[src/rtl/mem_arb_pkg.sv]
// Shared definitions for the two-master memory-port arbiter: state encoding,
// read/write direction constants and default bus widths.
package mem_arb_pkg;

  localparam int AW_DEF = 12;
  localparam int DW_DEF = 16;

  typedef enum logic [1:0] {
    ST_IDLE    = 2'd0,
    ST_ACCESS  = 2'd1,
    ST_RELEASE = 2'd2
  } state_t;

  localparam logic RD = 1'b1;
  localparam logic WR = 1'b0;

endpackage

[src/rtl/rr_pick2.sv]
// Two-way round-robin selector. A lone requester always wins; on a tie the
// master that is not the current owner wins. Purely combinational so it can
// be shared with other arbiters (e.g. the interrupt controller).
module rr_pick2 (
  input  logic [1:0] req,
  input  logic       owner,
  output logic       grant_valid,
  output logic       grant_idx
);

  // Pick the winner from the request pair and the last owner.
  always_comb begin
    grant_valid = |req;
    if (req == 2'b11) begin
      grant_idx = ~owner;
    end else begin
      grant_idx = req[1];
    end
  end

endmodule

[src/rtl/mem_bus_arbiter.sv]
// Round-robin arbiter between the cpu (master 0) and the I/O DMA engine
// (master 1) for the single memory port. Sequences the memory's four-phase
// en/ack handshake and returns a one-cycle ack plus read data to the winner.
// All outputs are registered.
// Optional feature: define MEM_ARB_TIMEOUT_EN to abort an access that sees no
// mem_ack within TIMEOUT cycles; this adds the TIMEOUT parameter and the err
// output port.
module mem_bus_arbiter
  import mem_arb_pkg::*;
#(
  parameter int AW = AW_DEF,
  parameter int DW = DW_DEF
`ifdef MEM_ARB_TIMEOUT_EN
  ,
  parameter int TIMEOUT = 64
`endif
) (
  input  logic          clk,
  input  logic          rst,
  input  logic          m0_req,
  input  logic [AW-1:0] m0_addr,
  input  logic [DW-1:0] m0_wdata,
  input  logic          m0_rdwr,
  output logic          m0_ack,
  output logic [DW-1:0] m0_rdata,
  input  logic          m1_req,
  input  logic [AW-1:0] m1_addr,
  input  logic [DW-1:0] m1_wdata,
  input  logic          m1_rdwr,
  output logic          m1_ack,
  output logic [DW-1:0] m1_rdata,
  output logic [AW-1:0] mem_addr,
  output logic [DW-1:0] mem_wdata,
  input  logic [DW-1:0] mem_rdata,
  output logic          mem_rdwr,
  output logic          mem_en,
  input  logic          mem_ack,
  output logic          owner
`ifdef MEM_ARB_TIMEOUT_EN
  ,
  output logic          err
`endif
);

  state_t state, next_state;

  logic grant_valid;
  logic grant_idx;
  logic grant;      // arbitration won this cycle, access starts at next edge
  logic done;       // access finishes this cycle (ack or timeout)
  logic timeout;

  // Next-cycle values of the registered outputs.
  logic          mem_en_d;
  logic [AW-1:0] mem_addr_d;
  logic [DW-1:0] mem_wdata_d;
  logic          mem_rdwr_d;
  logic          owner_d;
  logic          m0_ack_d;
  logic          m1_ack_d;
  logic [DW-1:0] m0_rdata_d;
  logic [DW-1:0] m1_rdata_d;

  rr_pick2 u_pick (
    .req         ({m1_req, m0_req}),
    .owner       (owner),
    .grant_valid (grant_valid),
    .grant_idx   (grant_idx)
  );

  // A stray mem_ack in IDLE blocks arbitration until memory is quiet again.
  assign grant = (state == ST_IDLE) && grant_valid && !mem_ack;
  assign done  = (state == ST_ACCESS) && (mem_ack || timeout);

`ifdef MEM_ARB_TIMEOUT_EN
  localparam int CW = ($clog2(TIMEOUT) > 8) ? $clog2(TIMEOUT) : 8;
  localparam logic [CW-1:0] TO_LAST = CW'(TIMEOUT - 1);

  logic [CW-1:0] cnt;
  logic          err_d;

  // Count ACCESS cycles; held at zero elsewhere so every access starts fresh.
  always_ff @(posedge clk or posedge rst) begin
    if (rst) begin
      cnt <= '0;
    end else if (state == ST_ACCESS) begin
      cnt <= cnt + CW'(1);
    end else begin
      cnt <= '0;
    end
  end

  assign timeout = (state == ST_ACCESS) && !mem_ack && (cnt == TO_LAST);
  assign err_d   = timeout;
`else
  assign timeout = 1'b0;
`endif

  // State register.
  always_ff @(posedge clk or posedge rst) begin
    // NOTE: non-blocking assignments keep every register sampling the
    // pre-edge values, so flop-to-flop order inside a block never matters.
    if (rst) begin
      state <= ST_IDLE;
    end else begin
      state <= next_state;
    end
  end

  // Next-state logic for the en/ack handshake.
  always_comb begin
    // NOTE: default first so every path assigns next_state and no latch forms.
    next_state = state;
    case (state)
      ST_IDLE:    if (grant)    next_state = ST_ACCESS;
      ST_ACCESS:  if (done)     next_state = ST_RELEASE;
      ST_RELEASE: if (!mem_ack) next_state = ST_IDLE;
      default:                  next_state = ST_IDLE;
    endcase
  end

  // Output decode: next values of the memory-side and master-side registers.
  always_comb begin
    mem_en_d    = mem_en;
    mem_addr_d  = mem_addr;
    mem_wdata_d = mem_wdata;
    mem_rdwr_d  = mem_rdwr;
    owner_d     = owner;
    m0_ack_d    = 1'b0;
    m1_ack_d    = 1'b0;
    m0_rdata_d  = m0_rdata;
    m1_rdata_d  = m1_rdata;

    if (grant) begin
      owner_d  = grant_idx;
      mem_en_d = 1'b1;
      if (grant_idx) begin
        mem_addr_d  = m1_addr;
        mem_wdata_d = m1_wdata;
        mem_rdwr_d  = m1_rdwr;
      end else begin
        mem_addr_d  = m0_addr;
        mem_wdata_d = m0_wdata;
        mem_rdwr_d  = m0_rdwr;
      end
    end

    if (done) begin
      mem_en_d = 1'b0;
      m0_ack_d = ~owner;
      m1_ack_d = owner;
      // A timed-out read leaves the previous read data in place.
      if (mem_ack && (mem_rdwr == RD)) begin
        if (owner) begin
          m1_rdata_d = mem_rdata;
        end else begin
          m0_rdata_d = mem_rdata;
        end
      end
    end
  end

  // Output registers; reset drops mem_en immediately and suppresses any ack.
  always_ff @(posedge clk or posedge rst) begin
    if (rst) begin
      mem_en    <= 1'b0;
      mem_addr  <= '0;
      mem_wdata <= '0;
      mem_rdwr  <= RD;
      owner     <= 1'b1;
      m0_ack    <= 1'b0;
      m1_ack    <= 1'b0;
      m0_rdata  <= '0;
      m1_rdata  <= '0;
`ifdef MEM_ARB_TIMEOUT_EN
      err       <= 1'b0;
`endif
    end else begin
      mem_en    <= mem_en_d;
      mem_addr  <= mem_addr_d;
      mem_wdata <= mem_wdata_d;
      mem_rdwr  <= mem_rdwr_d;
      owner     <= owner_d;
      m0_ack    <= m0_ack_d;
      m1_ack    <= m1_ack_d;
      m0_rdata  <= m0_rdata_d;
      m1_rdata  <= m1_rdata_d;
`ifdef MEM_ARB_TIMEOUT_EN
      err       <= err_d;
`endif
    end
  end

endmodule

[config.mk]
export PLATFORM = sky130hd
export DESIGN_NAME = mem_bus_arbiter
export DESIGN_NICKNAME = d
export VERILOG_FILES = /design/src/rtl/mem_arb_pkg.sv /design/src/rtl/rr_pick2.sv /design/src/rtl/mem_bus_arbiter.sv
export SDC_FILE = /design/constraint.sdc
export NUM_CORES = 1
export LEC_CHECK = 0
export CAP_MARGIN = 5
export CORE_ASPECT_RATIO = 0.8
export CORE_UTILIZATION = 31
export CTS_BUF_LIST = sky130_fd_sc_hd__clkbuf_8 sky130_fd_sc_hd__clkbuf_16
export DETAILED_ROUTE_END_ITERATION = 7
export PLACE_DENSITY = 0.69
export SLEW_MARGIN = 10
export SYNTH_ARGS = -nofsm -noshare
export SYNTH_HDL_FRONTEND = slang
export SYNTH_HIERARCHICAL = 1
export SYNTH_SLANG_ARGS = --single-unit
[constraint.sdc]
create_clock -name clk -period 2.81 [get_ports clk]
set_input_delay 0.562 -clock clk [delete_from_list [all_inputs] [get_ports clk]]
set_output_delay 0.562 -clock clk [all_outputs]
set_load 0.05 [all_outputs]
# ---- Yosys cells after proc, flatten, opt, wreduce, memory -nomap -nowiden
# Index checks and enable logic that the tools add are counted.
dict set report totals {
  reg_bits 67
  wordCells 40
}
dict set report classes {
  eq_ne 6
  n_mux 12
  bitwise 1
  reduce_logical 11
}
# operator n
set ops {}
lappend ops {{two-way mux 16 bit} 1}
lappend ops {{two-way mux 12 bit} 1}
lappend ops {{AND reduction 3 bit} 3}
lappend ops {{two-way mux 1 bit} 6}
lappend ops {{two-way mux 2 bit} 3}
lappend ops {{inequality test 2 bit, second input constant} 3}
lappend ops {{one-hot mux 2 bit (3 select lines)} 1}
lappend ops {{== test 2 bit, second input constant} 2}
lappend ops {{logical AND 1 bit} 4}
lappend ops {{== test 2 x 1 -> 1 bit, second input constant} 1}
lappend ops {{logical NOT 2 bit} 1}
lappend ops {{nonzero test 2 bit} 1}
lappend ops {{OR reduction 2 bit} 1}
lappend ops {{logical NOT 1 bit} 1}
lappend ops {{NOT 1 bit} 1}

# ---- Logic depth before layout (Yosys ltp)
dict set report logic_depth {
  ltp_word 5
  depth_mapped 5
  depth_no_buf 4
}

# ---- By module
# The synthesis kept the hierarchy.
# mod n_inst cells_each area_each_um2
set by_module_without_submodules {}
lappend by_module_without_submodules {mem_bus_arbiter 1 214 2812.7}
lappend by_module_without_submodules {rr_pick2 1 2 13.8}

# ---- Least setup slack after synthesis
# OpenSTA, ideal clock, no wires.
dict set report synth_timing {
  path_type {flip-flop to flip-flop}
  from {register owner}
  to {register m0_rdata[0]}
  setup_ps 125
  arrival_ps 1606
  slack_ps 1079
  path_stages_with_launch 5
  n_path_buf 1
  path_cell_list {dfstp_2 and4bb_1 nand2_2 buf_6 mux2_4}
}
dict set report synth_via {
  elab_chain_len 2
}
# item line_no
set synth_rtl {}
lappend synth_rtl {{start, declared} mem_bus_arbiter.sv:38} ;# output logic owner
lappend synth_rtl {{start signal, assigned} mem_bus_arbiter.sv:183} ;# owner <= owner_d;
lappend synth_rtl {{NOT 1 bit} -}
lappend synth_rtl {{AND reduction 3 bit (no source line)} -}
lappend synth_rtl {{end signal, assigned} mem_bus_arbiter.sv:186} ;# m0_rdata <= m0_rdata_d;
lappend synth_rtl {{end, declared} mem_bus_arbiter.sv:25} ;# output logic [DW-1:0] m0_rdata,
# No other way between the ends.
# A chain may end at the register's enable or synchronous reset.

# ---- Worst setup path after layout
dict set report layout_timing {
  from {register owner}
  to {output owner}
}
# No word-level cell between the ends.

==> flow_summary.ini <==
[timing]
fin_setup_tns_ns = 0
post-route-period-util_pct = 83.7
fin_skew_ns = 0.00794
worstMarginPinSlew_ns = 0.530
fin_crit_ns = 2.35
finalMaxSlewViolations = 0
rsz0062_at_grt = no
hold_viol = 0
slew_headroom_pct = 64.6
clock.fmax_ghz = 0.425
setup_viol = 0
fin_hold_ws_ns = 0.427

[detailed_routing]
drt-total-wl_mm = 6.84
wl_met3_um = 590
vias = 2169
drt_first_pass_iters = 4
route.detailed.drc = 0
dr_wl_met2_mm = 3.26
met1_length_mm = 2.90
first_iter_violations = 37
wl_per_cell_um = 14.3
top_layer = met4
drt.antenna.violating_nets = 0
vias_per_cell = 4.55

[global_route]
grt_pass1_wl_mm = 10.7
grt_pass1_vias = 2202
grt_max_degree = 57
antenna_found_initial = 0
overflow = 0
grt.total_usage_pct = 15.0

[clocking]
clkLatencyLatePin_ns = 0.32
cts.sinks = 67
postCtsHoldBufs = 0
postCtsSetupRepairBufs = 0
cts_resized = 0
clk_pin_slew_ns = 0.05
clockBufferDepth = 2
ctsHtreeMaxLevel = 3
cts_tree = yes
cts-buffers-inserted = 9
clockRootBuffer = clkbuf_16

[critical_path]
crit_fanout = 6
max_stage_delay_ns = 0.85
path_class = reg2out
cp.arrival_ns = 1.79
cp-end-kind = output pin
slowest_stage = clkdlybuf4s50_1
required_ns = 2.25
crit_buf_inv = 1
crit_chain = clkdlybuf4s50_1
setup.worst_path.start_class = flop
cp_top_family = buffers and inverters

[layout]
nets = 441
fillers = 762
drive_gt1_share_pct = 12.9
insertedDiodeCount = 0
stdcell_area_um2 = 4680
area_growth_pct = 65.5
instances_no_fill = 477

[placement]
dp_hpwl_mm = 5.15
finalWeightedCongestion = 0.673
placedCellCount = 463
io_buffer_count = 143
dpl_cell_area_um2 = 4410

[job]
cap_violations = 0

[logic_synthesis]
syn_area_per_cell_um2 = 13.1
syn_inst = 216
synth.top_cell.area_share_pct = 57.5
syn-num-nets = 295
synth.yosys.seq_area_share_pct = 59.4
ys_ff_latch = 67
synth.distinct_cells = 24
yosys.area.top_type = dfrtp_1
synth_area_leaders = dfrtp_1, mux2i_1, a21oi_1, mux2_4, mux2_2
netlist_area_um2 = 2830
synth_warnings = 6

[power_and_ir_drop]
vdd_drop_max_v = 0.000601
powerDensity_nw_per_um2 = 1160
p_leak_nw = 2.00
p_total_mw = 5.44

[die]
die_x_um = 109
start_util_pct = 32.6
dieArea_um2 = 9510
ios = 144
core_area_um2 = 8670
std_cell_rows = 30
die_y_um = 87.4

[worst_hold_path]
hp-class = in2async

[status]
status = complete, no violations
## per-stage QoR
stage / worst slack (ns) / utilization (%)
floorplan: 0.568 / -
global placement: 0.511 / 50.8
detailed placement: 0.439 / 50.8
CTS: 0.431 / 53.9
global route: 0.429 / 53.9
finish: 0.458 / 53.9
## metal layers
metal  global-route usage [%]  vias up
met5                        0        -
met4                     5.16        0
met3                     5.09        9
met2                     25.4       82
met1                     17.7     1037
li1                         -     1041
## placed cells by master, fill, tap and decap left out, types with 9 or more instances in the layout
master           count
a21oi_1             30
clkbuf_16            9
clkdlybuf4s50_1    143
dfrtp_1             65
mux2_1              10
mux2_2              13
mux2_4              10
mux2i_1             29
nor2_1              31
## state kept, by name, indices dropped and copies added, names as in the netlist
register,flops
m1_rdata,16
mem_wdata,16
m1_ack,1
mem_addr,12
mem_en,1
m0_rdata,16
m0_ack,1
owner,1
state,2
mem_rdwr,1
## logic make-up (layout without fill, tap and decap cells)
logic type      count (synthesis)  count (layout)  share of synthesized area (%)
flops                          67              67                           59.4
buf+inv                        14             163                           2.57
simple gates                   38              38                           6.77
xor+xnor                        1               1                          0.310
compound gates                 34              34                           6.20
mux                            62              62                           24.7
## power by group
part	internal (mW)	leakage [nW]	total, mW	switching, mW
clock	0.629	0.135	1.01	0.377
sequential	1.36	0.778	1.58	0.225
combinational	1.06	1.09	2.85	1.79
## worst paths after layout
check	startpoint	end	slack, ns	depth (start not counted)
setup / recovery	owner	owner	0.46	1
hold / removal	rst	mem_addr[10]	0.43	2
setup reg to reg	owner	m0_rdata[15]	1.03	3
hold reg to reg	m1_rdata[9]	m1_rdata[9]	0.49	1
max in group asynchronous	rst	owner	1.75	3
min in group clk	m1_rdata[9]	m1_rdata[9]	0.49	1
## cells in the mapped netlist
master,count
nand4_4,1
inv_1,2
dfrtp_1,65
o21ai_0,2
and4bb_1,1
o21a_1,1
a21boi_1,1
mux2_2,13
buf_4,1
clkbuf_1,3
nand2_2,1
mux2i_1,29
buf_2,7
a21oi_1,30
dfstp_2,2
nor2_1,31
and3_1,1
and2b_1,1
nor4b_2,1
mux2_4,10
buf_6,1
or2_1,1
xnor2_1,1
mux2_1,10
## final cells by class
class | count | area (um^2) | share of cell area, %
timing repair buffer | 147 | 1490 | 31.8
clock inverter | 3 | 16.3 | 0.348
clock buffer | 11 | 253 | 5.40
multi-input combinational | 135 | 1090 | 23.4
tap | 112 | 140 | 3.00
inverter | 2 | 7.51 | 0.161
sequential | 67 | 1680 | 35.9
Note: power is estimated with default switching activity, not from simulation.
